## config.mk

```make
export PLATFORM = sky130hd
export DESIGN_NAME = sram_pixel_writer
export DESIGN_NICKNAME = d
export VERILOG_FILES = /design/src/rtl/sram_pixel_writer.sv
export SDC_FILE = /design/constraint.sdc
export NUM_CORES = 1
export LEC_CHECK = 0
export CORE_UTILIZATION = 50
export CTS_CLUSTER_SIZE = 40
export DETAILED_ROUTE_END_ITERATION = 6
export GPL_TIMING_DRIVEN = 0
export HOLD_SLACK_MARGIN = 0.12
export MAX_ROUTING_LAYER = met4
export PLACE_DENSITY = 0.73
export SKIP_LAST_GASP = 1
export SYNTH_ARGS = -nofsm -noshare
export SYNTH_HDL_FRONTEND = slang
export SYNTH_SLANG_ARGS = --single-unit
export TNS_END_PERCENT = 5
```

## constraint.sdc

```tcl
create_clock -name clk -period 3 [get_ports clk]
set_input_delay 0.45 -clock clk [delete_from_list [all_inputs] [get_ports clk]]
set_output_delay 0.45 -clock clk [all_outputs]
set_load 0.02 [all_outputs]
```

## src/rtl/sram_pixel_writer.sv

```systemverilog
// Pixel-word FIFO feeding an SRAM controller one write at a time, with frame address wrap.
// Define SRAM_WRITER_TIMEOUT_EN to add the write watchdog and the timeout_err output.
module sram_pixel_writer #(
    parameter int          FIFO_DEPTH     = 4,
    parameter int          FRAME_WORDS    = 76800,
    parameter logic [17:0] BASE_ADDR      = 18'h00000,
    parameter int          TIMEOUT_CYCLES = 64
) (
    input  logic        clk,
    input  logic        rst_n,
    input  logic        pix_valid,
    output logic        pix_ready,
    input  logic [15:0] pix_data,
    input  logic        frame_start,
    output logic        wr_en,
    output logic [17:0] address_inputs,
    output logic [15:0] wr_data,
    input  logic        wr_valid,
    input  logic        wr_busy,
    output logic        frame_done,
`ifdef SRAM_WRITER_TIMEOUT_EN
    output logic        timeout_err,
`endif
    output logic        busy
);

    localparam int AW = $clog2(FIFO_DEPTH);
    localparam int CW = AW + 1;
    localparam logic [CW-1:0] FULL_COUNT = CW'(FIFO_DEPTH);
    localparam logic [17:0]   LAST_ADDR  = BASE_ADDR + 18'(FRAME_WORDS - 1);

    localparam logic [1:0] S_IDLE    = 2'd0;
    localparam logic [1:0] S_REQ     = 2'd1;
    localparam logic [1:0] S_RELEASE = 2'd2;

    if (FIFO_DEPTH < 2 || (FIFO_DEPTH & (FIFO_DEPTH - 1)) != 0) begin : g_bad_depth
        $error("FIFO_DEPTH must be a power of two and at least 2");
    end
    if (FRAME_WORDS < 1) begin : g_bad_frame
        $error("FRAME_WORDS must be at least 1");
    end
    if (TIMEOUT_CYCLES < 1) begin : g_bad_timeout
        $error("TIMEOUT_CYCLES must be at least 1");
    end

    logic [15:0]   mem_q [FIFO_DEPTH];
    logic [AW-1:0] wr_ptr_q, wr_ptr_d;
    logic [AW-1:0] rd_ptr_q, rd_ptr_d;
    logic [CW-1:0] count_q, count_d;
    logic          fifo_full, fifo_empty;
    logic          push, pop;

    logic [1:0]    state_q, state_d;
    logic          wr_en_q, wr_en_d;
    logic [15:0]   wr_data_q, wr_data_d;
    logic [17:0]   addr_q, addr_d;
    logic          fs_pend_q, fs_pend_d;
    logic          frame_done_q, frame_done_d;

`ifdef SRAM_WRITER_TIMEOUT_EN
    localparam int TW = $clog2(TIMEOUT_CYCLES + 1);
    localparam logic [TW-1:0] TMO_LAST = TW'(TIMEOUT_CYCLES - 1);

    logic [TW-1:0] tmo_cnt_q, tmo_cnt_d;
    logic          timeout_err_q, timeout_err_d;
`endif

    // Ready depends only on the registered count, never on pix_valid.
    assign fifo_full  = (count_q == FULL_COUNT);
    assign fifo_empty = (count_q == '0);
    assign pix_ready  = !fifo_full;
    assign push       = pix_valid && !fifo_full;
    assign pop        = (state_q == S_IDLE) && !fifo_empty && !wr_busy;

    always_comb begin
        wr_ptr_d = wr_ptr_q;
        rd_ptr_d = rd_ptr_q;
        count_d  = count_q;
        if (push) begin
            wr_ptr_d = wr_ptr_q + AW'(1);
        end
        if (pop) begin
            rd_ptr_d = rd_ptr_q + AW'(1);
        end
        case ({push, pop})
            2'b10:   count_d = count_q + CW'(1);
            2'b01:   count_d = count_q - CW'(1);
            default: count_d = count_q;
        endcase
    end

    always_ff @(posedge clk) begin
        if (push) begin
            mem_q[wr_ptr_q] <= pix_data;
        end
    end

    always_comb begin
        state_d      = state_q;
        wr_en_d      = wr_en_q;
        wr_data_d    = wr_data_q;
        addr_d       = addr_q;
        fs_pend_d    = fs_pend_q;
        frame_done_d = 1'b0;
`ifdef SRAM_WRITER_TIMEOUT_EN
        tmo_cnt_d     = tmo_cnt_q;
        timeout_err_d = timeout_err_q;
`endif
        case (state_q)
            S_IDLE: begin
                if (frame_start) begin
                    addr_d = BASE_ADDR;
                end
                if (pop) begin
                    state_d   = S_REQ;
                    wr_en_d   = 1'b1;
                    wr_data_d = mem_q[rd_ptr_q];
`ifdef SRAM_WRITER_TIMEOUT_EN
                    tmo_cnt_d = '0;
`endif
                end
            end
            S_REQ: begin
                if (frame_start) begin
                    fs_pend_d = 1'b1;
                end
                if (wr_valid) begin
                    state_d = S_RELEASE;
                    wr_en_d = 1'b0;
                end
`ifdef SRAM_WRITER_TIMEOUT_EN
                // Abandon the word but keep the address sequence intact.
                else if (tmo_cnt_q == TMO_LAST) begin
                    state_d       = S_RELEASE;
                    wr_en_d       = 1'b0;
                    timeout_err_d = 1'b1;
                end else begin
                    tmo_cnt_d = tmo_cnt_q + TW'(1);
                end
`endif
            end
            S_RELEASE: begin
                if (frame_start) begin
                    fs_pend_d = 1'b1;
                end
                if (!wr_busy) begin
                    state_d = S_IDLE;
                    // A latched frame_start replaces the increment and suppresses frame_done.
                    if (fs_pend_q || frame_start) begin
                        addr_d    = BASE_ADDR;
                        fs_pend_d = 1'b0;
                    end else if (addr_q == LAST_ADDR) begin
                        addr_d       = BASE_ADDR;
                        frame_done_d = 1'b1;
                    end else begin
                        addr_d = addr_q + 18'd1;
                    end
                end
            end
            default: begin
                state_d = S_IDLE;
                wr_en_d = 1'b0;
            end
        endcase
    end

    always_ff @(posedge clk or negedge rst_n) begin
        if (!rst_n) begin
            wr_ptr_q      <= '0;
            rd_ptr_q      <= '0;
            count_q       <= '0;
            state_q       <= S_IDLE;
            wr_en_q       <= 1'b0;
            wr_data_q     <= '0;
            addr_q        <= BASE_ADDR;
            fs_pend_q     <= 1'b0;
            frame_done_q  <= 1'b0;
`ifdef SRAM_WRITER_TIMEOUT_EN
            tmo_cnt_q     <= '0;
            timeout_err_q <= 1'b0;
`endif
        end else begin
            wr_ptr_q      <= wr_ptr_d;
            rd_ptr_q      <= rd_ptr_d;
            count_q       <= count_d;
            state_q       <= state_d;
            wr_en_q       <= wr_en_d;
            wr_data_q     <= wr_data_d;
            addr_q        <= addr_d;
            fs_pend_q     <= fs_pend_d;
            frame_done_q  <= frame_done_d;
`ifdef SRAM_WRITER_TIMEOUT_EN
            tmo_cnt_q     <= tmo_cnt_d;
            timeout_err_q <= timeout_err_d;
`endif
        end
    end

    assign wr_en          = wr_en_q;
    assign wr_data        = wr_data_q;
    assign address_inputs = addr_q;
    assign frame_done     = frame_done_q;
    assign busy           = (state_q != S_IDLE) || !fifo_empty;
`ifdef SRAM_WRITER_TIMEOUT_EN
    assign timeout_err    = timeout_err_q;
`endif

endmodule

```

==> impl_metrics.json <==
{
  "die_x_um": 98.8,
  "synth-xor-area-share": 0.0149,
  "yosys.area_share.simple": 0.0883,
  "post_cts_buffers": 0,
  "synth_edf_count": 64,
  "cpMostUsedCell": "inv_1",
  "clkTransAtPathRegs_ns": 0.09,
  "postLayoutCellArea_mm2": 0.00565,
  "synth-compound-area-share": 0.0544,
  "grt_max_degree": 36,
  "rsz0062_at_grt": "false",
  "die_h_um": 98.8,
  "num_antenna_cells": 0,
  "endpoint_kind": "register",
  "muxShareOfSynthArea": 0.129,
  "cp_slowest_cell": "dfrtp_1",
  "period_needed_ns": 2.61,
  "combPwrFrac": 0.355,
  "hold_path.class": "reg -> reg",
  "cts_tree": "yes",
  "routedWlPerCell_um": 17.9,
  "p_seq_frac": 0.450,
  "clk_latency_ns": 0.37,
  "crit_arrival_ns": 2.90,
  "routed_wl_um": 8600,
  "fin_skew_ns": 0.0161,
  "synth_area_mm2": 0.00469,
  "area_delta_synth_final_pct": 20.5,
  "gr-usage-all-layers": 0.200,
  "p_int_mw": 3.22,
  "synth.ff_latch_count": 110,
  "crit_fanout": 10,
  "ys_dominant_reg_cell": "edfxtp_1",
  "drv_slew": 0,
  "postSynthAreaPerCell_um2": 15.8,
  "ioPinCount": 60,
  "slew_headroom": 0.423,
  "gr-total-overflow": 0,
  "via_per_inst": 5.77,
  "rows": 34,
  "whs_ns": 0.497,
  "syn_nets": 330,
  "placed_area_mm2": 0.00543,
  "setup_viol": 0,
  "grt_pass1_vias": 2874,
  "fin_nets": 402,
  "first_iter_violations": 141,
  "cp.buffers_inverters": 4,
  "final.setup.tns_ns": 0,
  "p_switching_mw": 1.52,
  "finalHoldViolCount": 0,
  "clock-root-buffer": "clkbuf_8",
  "max_stage_delay_ns": 0.42,
  "critical_path_class": "reg -> reg",
  "die-area_mm2": 0.00977,
  "ir_worst_vdd_uv": 510,
  "yosysWarnings": 0,
  "cts_made_buffers": 9,
  "cts.sinks": 110,
  "synthArstFlopShare": 0.418,
  "place_congestion": 0.834,
  "clockBufferDepth": 2,
  "post_cts_resized": 0,
  "max_freq_mhz": 384,
  "initial_core_util": 0.527,
  "yosysUniqueCellTypes": 46,
  "critPathLaunchType": "register",
  "required_ns": 3.29,
  "h-tree-depth": 3,
  "worst_pin_slew_ns": 0.865,
  "drive_above_1_share": 0.193,
  "grt_pass1_wl_um": 14200,
  "synth_seq_area_share": 0.655,
  "dr.pass1.iters": 4,
  "num_vias": 2776,
  "synth_top_family_by_area": "multiplexers",
  "power_density_mw_per_mm2": 839,
  "fin_crit_sh": 0.869,
  "clkPwrFrac": 0.195,
  "synthAdderAreaFrac": 0.0336,
  "core_area_mm2": 0.00889,
  "antenna_found_initial": 0,
  "synth_cells": 296,
  "drc": 0,
  "antenna_left": 0,
  "status": "finished clean",
  "drv_cap": 0,
  "cpLargestDelayFamily": "adder cells",
  "path_cells": "inv_1 -> ha_1 -> inv_1 -> nor3_1 -> buf_2 -> ha_1 -> inv_1 -> fa_1 -> xor2_1 -> nor2_1 -> xor2_1",
  "power.leakage_nw": 2.15,
  "dp_hpwl_um": 5670,
  "port_buffers": 59,
  "p_sw_frac": 0.321
}
-- cell families (layout without fill, tap and decap cells) --
family | Yosys count | count (layout)
AOI/OAI and AO/OA | 37 | 37
xor gates and xnor gates | 8 | 8
adders and majority gates | 12 | 12
buffers and inverters | 22 | 99
DFF | 110 | 110
muxes | 38 | 38
and+or+nand+nor | 69 | 69
-- final cells by class --
cell class | count | area (µm²)
Timing Repair Buffer | 61 | 616
Clock buffer | 9 | 124
Multi-Input combinational cell | 164 | 1500
Buffer | 11 | 71.3
Sequential cell | 110 | 3070
Inverter | 11 | 41.3
Fill cell | 675 | 3240
Tap cell | 108 | 135
Clock inverter | 7 | 87.6
-- worst paths after layout --
check | to | cells after the start | slack (ns) | from
min in group asynchronous | wr_data[5] | 2 | 0.51 | rst_n
min reg2reg | count_q[2] | 1 | 0.50 | count_q[2]
min | count_q[2] | 1 | 0.50 | count_q[2]
max reg2reg | count_q[2] | 11 | 0.39 | state_q[0]
max in group asynchronous | wr_ptr_q[1] | 3 | 1.97 | rst_n
max | count_q[2] | 11 | 0.39 | state_q[0]
-- layer usage --
metal,global-route usage,vias to the layer above,share of wire
li1,-,1290,-
met1,0.258,1410,0.45
met2,0.314,66,0.49
met3,0.0532,10,0.041
met4,0.0608,0,0.010
met5,-,-,0
-- stage by stage --
stage	power, mW	utilization	setup WS [ns]	std cells
after detailed placement	3.87	0.611	0.222	464
final	4.74	0.636	0.393	481
after floorplan	3.28	-	0.694	296
after global routing	5.02	0.636	0.0928	481
after CTS	4.80	0.636	0.340	481
after global placement	3.81	0.609	0.0421	463
-- sequential cells by signal, summed over array words and instances, names as in the netlist --
signal,cells
wr_ptr_q,2
fs_pend_q,1
wr_data,16
address_inputs,18
rd_ptr_q,2
mem_q,64
count_q,3
frame_done,1
state_q,2
wr_en,1
-- synth_stat cells (all sizes together), types with 3 or more instances --
library cell,instances,share of area
xnor2,4,0.0075
dfrtp,46,0.25
buf,8,0.011
a21oi,6,0.0064
nand4,6,0.0080
nand2,14,0.012
nor2,7,0.0056
nand3,9,0.011
or4,9,0.014
xor2,4,0.0075
a22oi,9,0.018
edfxtp,64,0.41
mux4,16,0.077
ha,11,0.029
and3,9,0.013
o21ai,9,0.0096
inv,11,0.0088
mux2,20,0.048
o31ai,8,0.013
nor3,3,0.0032
-- layout by cell type, fill, tap and decap left out, types with 2 or more instances in the layout --
master	n
a21oi_1	6
a22oi_1	6
a22oi_2	3
and2_1	2
and3_1	6
and3_2	3
and4_1	2
buf_2	5
buf_4	3
clkbuf_8	9
clkdlybuf4s50_1	58
clkinv_4	2
dfrtp_1	46
edfxtp_1	64
ha_1	11
inv_1	11
inv_6	2
inv_8	2
mux2_2	20
mux2i_1	2
mux4_2	16
nand2_1	13
nand3_1	8
nand4_1	6
nor2_1	7
nor3_1	3
o21ai_0	9
o31ai_1	8
or4_1	9
xnor2_1	4
xor2_1	4
-- power by group through the flow --
stage	registers, mW	logic (mW)	clock network, mW
after CTS	2.14	1.71	0.950
after detailed placement	2.17	1.70	0
final	2.13	1.68	0.923
after global placement	2.15	1.66	0
after floorplan	2.27	1.01	0
after global routing	2.17	1.84	1.01
-- repair_timing --
| item | 4_1_cts | 5_1_grt |
|---|---|---|
| hold endpoints to repair | 11 | 0 |
| hold buffers | 1 | 0 |
| endpoints found under the setup margin | 0 | 0 |
(Power assumes the default switching activity.)
